### config.mk
export PLATFORM = sky130hd
export DESIGN_NAME = de_hazard_ctrl
export DESIGN_NICKNAME = d
export VERILOG_FILES = /design/src/rtl/de_ctrl_pkg.sv /design/src/rtl/de_forward_unit.sv /design/src/rtl/de_hazard_ctrl.sv
export SDC_FILE = /design/constraint.sdc
export NUM_CORES = 1
export LEC_CHECK = 0
export BUFFER_PORTS_ARGS = -buffer_cell sky130_fd_sc_hd__buf_2
export CAP_MARGIN = 0
export CORE_MARGIN = 2
export CORE_UTILIZATION = 45
export DETAILED_ROUTE_END_ITERATION = 7
export PLACE_DENSITY = 0.7
export SYNTH_ARGS = -nofsm -noshare
export SYNTH_HDL_FRONTEND = slang
export SYNTH_SLANG_ARGS = --single-unit
### constraint.sdc
create_clock -name CLK_DReg -period 2.6 [get_ports CLK_DReg]
set_input_delay 0.39 -clock CLK_DReg [delete_from_list [all_inputs] [get_ports CLK_DReg]]
set_output_delay 0.39 -clock CLK_DReg [all_outputs]
set_load 0.005 [all_outputs]
### src/rtl/de_ctrl_pkg.sv
// Shared types and constants for the Decode/Execute hazard controller.
package de_ctrl_pkg;

    typedef enum logic [1:0] {
        RUN      = 2'd0,
        MEM_WAIT = 2'd1,
        RECOVER  = 2'd2
    } ctrlState_t;

    localparam logic [1:0] FWD_RF = 2'b00;
    localparam logic [1:0] FWD_W  = 2'b01;
    localparam logic [1:0] FWD_M  = 2'b10;

    // $zero is hard-wired, so a dependency through it is never real.
    function automatic logic regMatch(input logic [4:0] a, input logic [4:0] b);
        return (a != 5'd0) && (a == b);
    endfunction

endpackage

### src/rtl/de_forward_unit.sv
// Combinational forwarding selects for the Execute ALU inputs and the Decode branch comparator.
module de_forward_unit
    import de_ctrl_pkg::*;
(
    input  logic [4:0] RsD,
    input  logic [4:0] RtD,
    input  logic [4:0] RsE,
    input  logic [4:0] RtE,
    input  logic [4:0] WriteRegM,
    input  logic [4:0] WriteRegW,
    input  logic       RegWriteM,
    input  logic       RegWriteW,
    output logic [1:0] ForwardAE,
    output logic [1:0] ForwardBE,
    output logic       ForwardAD,
    output logic       ForwardBD
);

    // Memory stage holds the younger result, so it wins over Writeback.
    function automatic logic [1:0] selE(input logic [4:0] src, input logic wrM,
                                        input logic [4:0] dstM, input logic wrW,
                                        input logic [4:0] dstW);
        if (wrM && regMatch(dstM, src))
            return FWD_M;
        else if (wrW && regMatch(dstW, src))
            return FWD_W;
        else
            return FWD_RF;
    endfunction

    always_comb begin
        ForwardAE = selE(RsE, RegWriteM, WriteRegM, RegWriteW, WriteRegW);
        ForwardBE = selE(RtE, RegWriteM, WriteRegM, RegWriteW, WriteRegW);
        ForwardAD = RegWriteM && regMatch(WriteRegM, RsD);
        ForwardBD = RegWriteM && regMatch(WriteRegM, RtD);
    end

endmodule

### src/rtl/de_hazard_ctrl.sv
// Hazard detection, memory-wait sequencing and stall/flush statistics for the five-stage core.
// state    | meaning
// RUN      | normal flow; load-use and branch hazards stall F/D and bubble E
// MEM_WAIT | Memory access outstanding; whole pipeline frozen, wait timer running
// RECOVER  | access timed out; one cycle of MemTimeout with E flushed
module de_hazard_ctrl
    import de_ctrl_pkg::*;
#(
    parameter int unsigned MEM_TIMEOUT = 255,
    parameter int unsigned CNT_W       = 16
) (
    input  logic             CLK_DReg,
    input  logic             RST_DReg,
    input  logic [4:0]       RsD,
    input  logic [4:0]       RtD,
    input  logic [4:0]       RsE,
    input  logic [4:0]       RtE,
    input  logic [4:0]       WriteRegE,
    input  logic [4:0]       WriteRegM,
    input  logic [4:0]       WriteRegW,
    input  logic             RegWriteE,
    input  logic             RegWriteM,
    input  logic             RegWriteW,
    input  logic             MemtoRegE,
    input  logic             MemtoRegM,
    input  logic             BranchD,
    input  logic             BranchTakenD,
    input  logic             MemReqM,
    input  logic             MemAckM,
    output logic             StallF,
    output logic             StallD,
    output logic             StallE,
    output logic             StallM,
    output logic             FlushD,
    output logic             FlushE,
    output logic [1:0]       ForwardAE,
    output logic [1:0]       ForwardBE,
    output logic             ForwardAD,
    output logic             ForwardBD,
    output logic             MemTimeout,
    output logic [CNT_W-1:0] StallCnt,
    output logic [CNT_W-1:0] FlushCnt
);

    // Down-counter loaded on entry; expiry at zero gives MEM_TIMEOUT wait cycles.
    localparam logic [15:0] WAIT_LOAD = 16'(MEM_TIMEOUT - 1);

    ctrlState_t  state;
    logic [15:0] waitCnt;
    logic        lwStall;
    logic        brStall;
    logic        hazard;
    logic        memEnter;
    logic [1:0]  fwdAE;
    logic [1:0]  fwdBE;
    logic        fwdAD;
    logic        fwdBD;

    de_forward_unit uForward (
        .RsD       (RsD),
        .RtD       (RtD),
        .RsE       (RsE),
        .RtE       (RtE),
        .WriteRegM (WriteRegM),
        .WriteRegW (WriteRegW),
        .RegWriteM (RegWriteM),
        .RegWriteW (RegWriteW),
        .ForwardAE (fwdAE),
        .ForwardBE (fwdBE),
        .ForwardAD (fwdAD),
        .ForwardBD (fwdBD)
    );

    assign lwStall  = MemtoRegE && (regMatch(RtE, RsD) || regMatch(RtE, RtD));
    assign brStall  = BranchD &&
                      ((RegWriteE && (regMatch(WriteRegE, RsD) || regMatch(WriteRegE, RtD))) ||
                       (MemtoRegM && (regMatch(WriteRegM, RsD) || regMatch(WriteRegM, RtD))));
    assign hazard   = lwStall || brStall;
    assign memEnter = (state == RUN) && MemReqM && !MemAckM;

    // Every output, combinational or not, is held low while reset is asserted.
    assign ForwardAE = RST_DReg ? fwdAE : FWD_RF;
    assign ForwardBE = RST_DReg ? fwdBE : FWD_RF;
    assign ForwardAD = RST_DReg && fwdAD;
    assign ForwardBD = RST_DReg && fwdBD;

    always_comb begin
        StallF     = 1'b0;
        StallD     = 1'b0;
        StallE     = 1'b0;
        StallM     = 1'b0;
        FlushD     = 1'b0;
        FlushE     = 1'b0;
        MemTimeout = 1'b0;
        if (RST_DReg) begin
            case (state)
                RUN: begin
                    if (memEnter) begin
                        {StallF, StallD, StallE, StallM} = 4'b1111;
                    end else begin
                        StallF = hazard;
                        StallD = hazard;
                        FlushE = hazard;
                        FlushD = BranchTakenD && !hazard;
                    end
                end
                MEM_WAIT: {StallF, StallD, StallE, StallM} = 4'b1111;
                RECOVER: begin
                    StallF     = 1'b1;
                    StallD     = 1'b1;
                    FlushE     = 1'b1;
                    MemTimeout = 1'b1;
                end
                default: ;
            endcase
        end
    end

    always_ff @(posedge CLK_DReg or negedge RST_DReg) begin
        if (!RST_DReg) begin
            state    <= RUN;
            waitCnt  <= '0;
            StallCnt <= '0;
            FlushCnt <= '0;
        end else begin
            case (state)
                RUN: begin
                    if (memEnter) begin
                        state   <= MEM_WAIT;
                        waitCnt <= WAIT_LOAD;
                    end
                end
                MEM_WAIT: begin
                    if (MemAckM)
                        state <= RUN;
                    else if (waitCnt == '0)
                        state <= RECOVER;
                    else
                        waitCnt <= waitCnt - 16'd1;
                end
                RECOVER: state <= RUN;
                default: state <= RUN;
            endcase
            if (StallD && (StallCnt != '1))
                StallCnt <= StallCnt + CNT_W'(1);
            if ((FlushD || FlushE) && (FlushCnt != '1))
                FlushCnt <= FlushCnt + CNT_W'(1);
        end
    end

endmodule

# After elaboration in Yosys (flattened, before gate mapping)

Index checks and enable logic that the tools add are counted.

Register bits after elaboration: 50
Bits in latches: 0
Memory bits (writable): 0
Bits in read-only memories: 0
Input bits: 46
Output and inout bits: 45
Memories kept: 0

Add/subtract/negate cells: 3
Multiply operators: 0
Div/mod/pow operators: 0
Order comparisons: 0
Eq/ne operators: 18
Shift operators: 0
Muxes and demuxes: 28
Bitwise gates (word level): 0
Reduce and logical (&&, ||, !) cells: 45

Operator list:

| cell                  | count |
|---|---|
| $eq 5x5->1            | 10 |
| $mux 16               | 3 |
| $add 16x1->16 const B | 2 |
| $ne 16x16->1 const B  | 2 |
| $pmux 16 s2           | 1 |
| $logic_and 1x1->1     | 27 |
| $reduce_bool 5->1     | 4 |
| $logic_not 16->1      | 1 |
| $sub 16x1->16 const B | 1 |
| $mux 2                | 7 |
| $mux 1                | 13 |
| $logic_or 1x1->1      | 6 |
| $ne 2x2->1 const B    | 3 |
| $pmux 1 s2            | 3 |
| $pmux 2 s2            | 1 |
| $reduce_and 4->1      | 1 |
| $ne 3x3->1 const B    | 1 |
| $eq 2x1->1 const B    | 1 |
| $eq 2x2->1 const B    | 1 |
| $logic_not 1->1       | 2 |
| $logic_not 2->1       | 1 |
| $reduce_and 2->1      | 1 |
| $reduce_bool 2->1     | 1 |
| $reduce_or 2->1       | 1 |

# Depth between registers and ports, before layout

Word-level depth: 14
Mapped depth: 9

# Cells and area by module

From an unflattened synthesis, not the netlist that was laid out.

Cells, all modules: 381
Area total of the unflattened synthesis: 3492.1 µm²

By module, submodules not included:

| module          | times used | cells each | area each (µm²) | seq. area each (µm²) |
|---|---|---|---|---|
| de_hazard_ctrl  | 1          | 328        | 3083.0          | 1251.2 |
| de_forward_unit | 1          | 53         | 409.1           | 0.0 |

# Least setup slack after synthesis

OpenSTA, ideal clock, no wires.

Path kind: in2out
Start point: input port RtE[1]
End point: output port StallF
Arrival: 1.894 ns
Required time: 2.210 ns
Path slack: 0.316 ns
Stages: 8
Cell sequence: clkbuf_1 > or4_1 > o21a_1 > a21oi_2 > and3_1 > buf_6 > nor2_1 > buf_4

Longest elaborated chain between the ends: 8

Ends and longest elaborated chain:

| what                                            | line                 | text |
|---|---|---|
| start: declaration                              | de_hazard_ctrl.sv:17 | `input logic [4:0] RtE,` |
| $eq 5x5->1 or $reduce_bool 5->1 (tied branches) | de_ctrl_pkg.sv:16    | `return (a != 5'd0) && (a == b);` |
| $logic_and 1x1->1                               | de_ctrl_pkg.sv:16    |  |
| $logic_or 1x1->1 (*)                            | de_hazard_ctrl.sv:74 | `assign lwStall = MemtoRegE && (regMatch(RtE, RsD) \|\| regMatch(RtE, RtD));` |
| $logic_and 1x1->1 (*)                           | de_hazard_ctrl.sv:74 |  |
| $logic_or 1x1->1 (*)                            | de_hazard_ctrl.sv:78 | `assign hazard = lwStall \|\| brStall;` |
| $mux 1 (*)                                      | -                    |  |
| $pmux 1 s2 (*)                                  | -                    |  |
| $mux 1 (*)                                      | -                    |  |
| end: declaration                                | de_hazard_ctrl.sv:30 | `output logic StallF,` |

Every way passes the cells marked *; elsewhere a longest branch is shown, timed or not.

# Final worst setup path

Start point: input port RST_DReg
End point: output port ForwardBE[0]

Longest elaborated chain between the ends: 1

Ends and longest elaborated chain:

| what               | line                 | text |
|---|---|---|
| start: declaration | de_hazard_ctrl.sv:13 | `input logic RST_DReg,` |
| $mux 2             | de_hazard_ctrl.sv:83 | `assign ForwardBE = RST_DReg ? fwdBE : FWD_RF;` |
| end: declaration   | de_hazard_ctrl.sv:37 | `output logic [1:0] ForwardBE,` |

Every way passes these cells.

==> results <==
- The run finished with clean final reports.
- The clock network latency to the later pin of the worst-skew pair is just over 0.3 ns.
- Of all nets on the critical path, the largest fanout is 11.
- The data required time of the critical path is between 2 and 2.5 ns.
- The first global-routing pass estimated 12900 um of wire.
- The largest total area in the synthesized netlist belongs to dfrtp_1.
- The yosys synthesis warning count is 0.
- STA classifies the critical path endpoint as an output pin.
- The pin count of the biggest net entering global routing is 22.
- Synthesis produced a netlist whose cell count is approximately 360.
- In this run the vertical extent of the chip is between 90 and 100 um.
- Clock tree synthesis selected as its root buffer the cell clkbuf_8.
- The total count of max-transition violations in the final report is 0.
- Summed over all cells, the static leakage comes to roughly 1.8 nW.
- The synthesized design contains 0 enable-type register cells.
- The clock net in this run drives a total of 50 sinks.
- The number of input and output port buffers inserted is 90.
- The worst hold-check path type is in2reg.
- The most used flip-flop cell after synthesis is dfrtp_1.
- Of the available clock period, the critical path in the final layout requires around 96%.
- xnor2_1 is the most common cell in the netlist.
- For the final database, setup skew stands at roughly 0.0065 ns.
- Sequential cells were found to cover 37.1% of the synthesized design area.
- The antenna violation net count after detailed routing is 0.
- The arrival time of the worst setup path is approximately 2.1 ns.
- The final layout contains about 500 nets.
- Relative to the synthesized area, the layout overhead comes to 19.6%.
- The number of iterations in the first detailed-routing pass is 4.
- VDD sags by at most 0.234 mV.
- Setup repair after global routing left no endpoint under its margin.
- Derived from the worst setup path, the maximum achievable clock frequency is 401 MHz.
- After detailed routing, the number of vias per cell comes to ~5.3.
- Wires add up to approximately 7500 um.
- The final weighted congestion in routability-driven placement is 0.836.
- The I/O pin count is 91.
- The CTS buffer count is 5.
- The die is 90.6 um wide.
- For this run, design rule violations remaining after detail routing come to 0.
- For the pin with the worst max-slew slack, the measured transition is roughly 0.51 ns.
- By count the netlist is led by xnor2_1, dfrtp_1, nand3_1, xor2_1, nand2_1.
- The count of inserted antenna diode cells is 0.
- Max-cap violations in this run came to 0.
- TritonCTS built the clock tree.
- The netlist area before placement is 0.00337 mm^2.
- The area of the placeable core is 0.00725 mm^2.
- In the post-synthesis netlist, the biggest area contributors are dfrtp_1, xnor2_1, xor2_1.
- The initial antenna violation count is 0.
- The share of the synthesized area in the top cell type is about 37%.
- The clock transition at the register clock pins on the worst setup and hold paths after CTS is approximately 0.090 ns.
- The total of flip-flops plus latches after synthesis is 50.
- The H-tree depth is 2.
- The initialized floorplan defines 31 standard-cell rows.
- After detailed routing, the average wire length per cell comes to approximately 14 um.
- The total overflow reported by the global router is 0.
- The floorplan step defined a die boundary enclosing 0.00820 mm^2.
- The number of distinct standard cells referenced by the synthesized netlist is 48.
- The setup-violating endpoint count in the final report is 0.
- The post-placement setup slack is 0.308 ns.
- The post-route non-filler standard cell count is 547.
- The routed layout has between 2000 and 3000 vias.
- The mean post-synth cell area is 9.45 um^2.
- For this configuration, the core starts out at a cell density of approximately 47%.
- Hold timing on the final database bottoms out at a slack of roughly 0.37 ns.
- Once routing completed, OpenROAD measured the worst setup slack at roughly 0.10 ns.
- The number of global-route vias before repair is around 2800.
- Synthesis produced a netlist with a net count of about 400.
- The filler cells instantiated in the layout total roughly 670.
- The total placed cells including tap cells is between 500 and 600.
- The fraction of synthesis flops using an asynchronous set or reset pin is 100%.
- The global router's overall resource usage is around a fifth.
- By startpoint and endpoint, the worst setup path is classified as in2out.
- The first routing iteration left roughly 120 violations.
- The sum of negative setup slack is 0 ns.
- Measured against its own limit, the worst slew margin works out to between 60 and 70%.
- After layout, the minimum clock period comes to approximately 2.5 ns.
- The final-report hold violation count is 0.
- Of the cells placed in the final design, the portion with a size suffix greater than 1 is a little over a quarter.
- The critical path launch point type is an input pin.
- The number of setup buffers added after CTS is 0.
- In the final layout, the multi-input gates occupy about 0.0020 mm^2.
- Dividing total power by cell area gives a power density of ~560 mW/mm^2.
- The number of buffers between clock root and the deepest sink is 2.
- Detailed placement ended at an HPWL of ~6000 um.
- Registers take between 0.001 and 0.0015 mm^2.
## worst max-delay path: stages
cell and delay [ns]:
dlygate4sd3_1 0.56, buf_6 0.15, o211ai_1 0.12, or4_1 0.55, nor4_2 0.17, buf_2 0.16
## cells by family after synthesis
family                     synth area share [%]
muxes                                     0.668
buffers and inverters                      4.08
and+or+nand+nor                            25.7
AOI/OAI and AO/OA                          6.01
adders and majority gates                  2.60
DFF                                        37.1
xor gates and xnor gates                   23.9
## per-stage QoR
step / power (mW) / area, um^2 / util [%]
floorplan: 1.54 / 3370 / -
global placement: 1.80 / 3920 / 54.0
detailed placement: 1.83 / 3920 / 54.0
CTS: 2.27 / 4010 / 55.3
global route: 2.42 / 4030 / 55.6
finish: 2.26 / 4030 / 55.6
## cells in the final DEF (no fill, tap or decap), drive strengths merged
master / count
o2111ai: 2
nand2b: 1
a31oi: 1
mux2: 2
nor3b: 2
and2: 6
nor2: 21
o41ai: 1
ha: 7
o22ai: 3
nor3: 15
o211ai: 2
clkinvlp: 2
dfrtp: 50
nand3: 30
dlygate4sd3: 1
and3: 15
and4: 3
nor4b: 1
xor2: 28
nand2: 23
xnor2: 63
or4: 6
a21o: 1
a21boi: 2
nor4: 8
a41oi: 2
a21oi: 3
nand3b: 3
buf: 99
nor2b: 3
o21ai: 6
o21a: 2
nand4: 14
clkbuf: 5
or3: 5
inv: 10
## final cells by class
type,instances,area share (%)
Clock buffer,5,1.71
Clock inverter,2,0.372
Inverter,10,0.931
Multi-Input combinational cell,281,49.7
Sequential cell,50,31.0
Tap cell,99,3.07
Timing Repair Buffer,100,13.2
## worst paths after layout
path,slack [ns],cells after the start,end,start
max reg2reg,0.42,9,StallCnt[11],StallCnt[0]
min in group asynchronous,0.46,2,StallCnt[2],RST_DReg
min reg2reg,0.49,1,StallCnt[6],StallCnt[6]
min,0.37,2,state[1],MemAckM
max in group asynchronous,1.49,4,waitCnt[10],RST_DReg
max,0.10,6,ForwardBE[0],RST_DReg
## sequential cells by signal (all words and copies together) (netlist names)
register and cells:
FlushCnt 16, StallCnt 16, waitCnt 16, state 2
## metal layers
layer	vias up	part of all wire [%]	global-route usage (%)
met3	6	4.2	2.92
met2	69	49	32.2
li1	1421	-	-
met4	0	0.84	4.49
met5	-	0	0
met1	1377	46	24.6
## where the power goes
group | total (mW) | internal, mW | leakage [nW] | switching [mW]
combinational | 0.791 | 0.376 | 1.16 | 0.415
clock | 0.442 | 0.184 | 0.0362 | 0.258
sequential | 1.02 | 0.895 | 0.645 | 0.129
total | 2.26 | 1.45 | 1.84 | 0.802
## repair_timing
action                                  in CTS  in global routing
endpoints found under the setup margin       0                  4
gates resized for setup                      0                  7
hold endpoints to repair                     3                  0
hold buffers                                 1                  0
No activity file was read; power rests on OpenSTA's default activity.
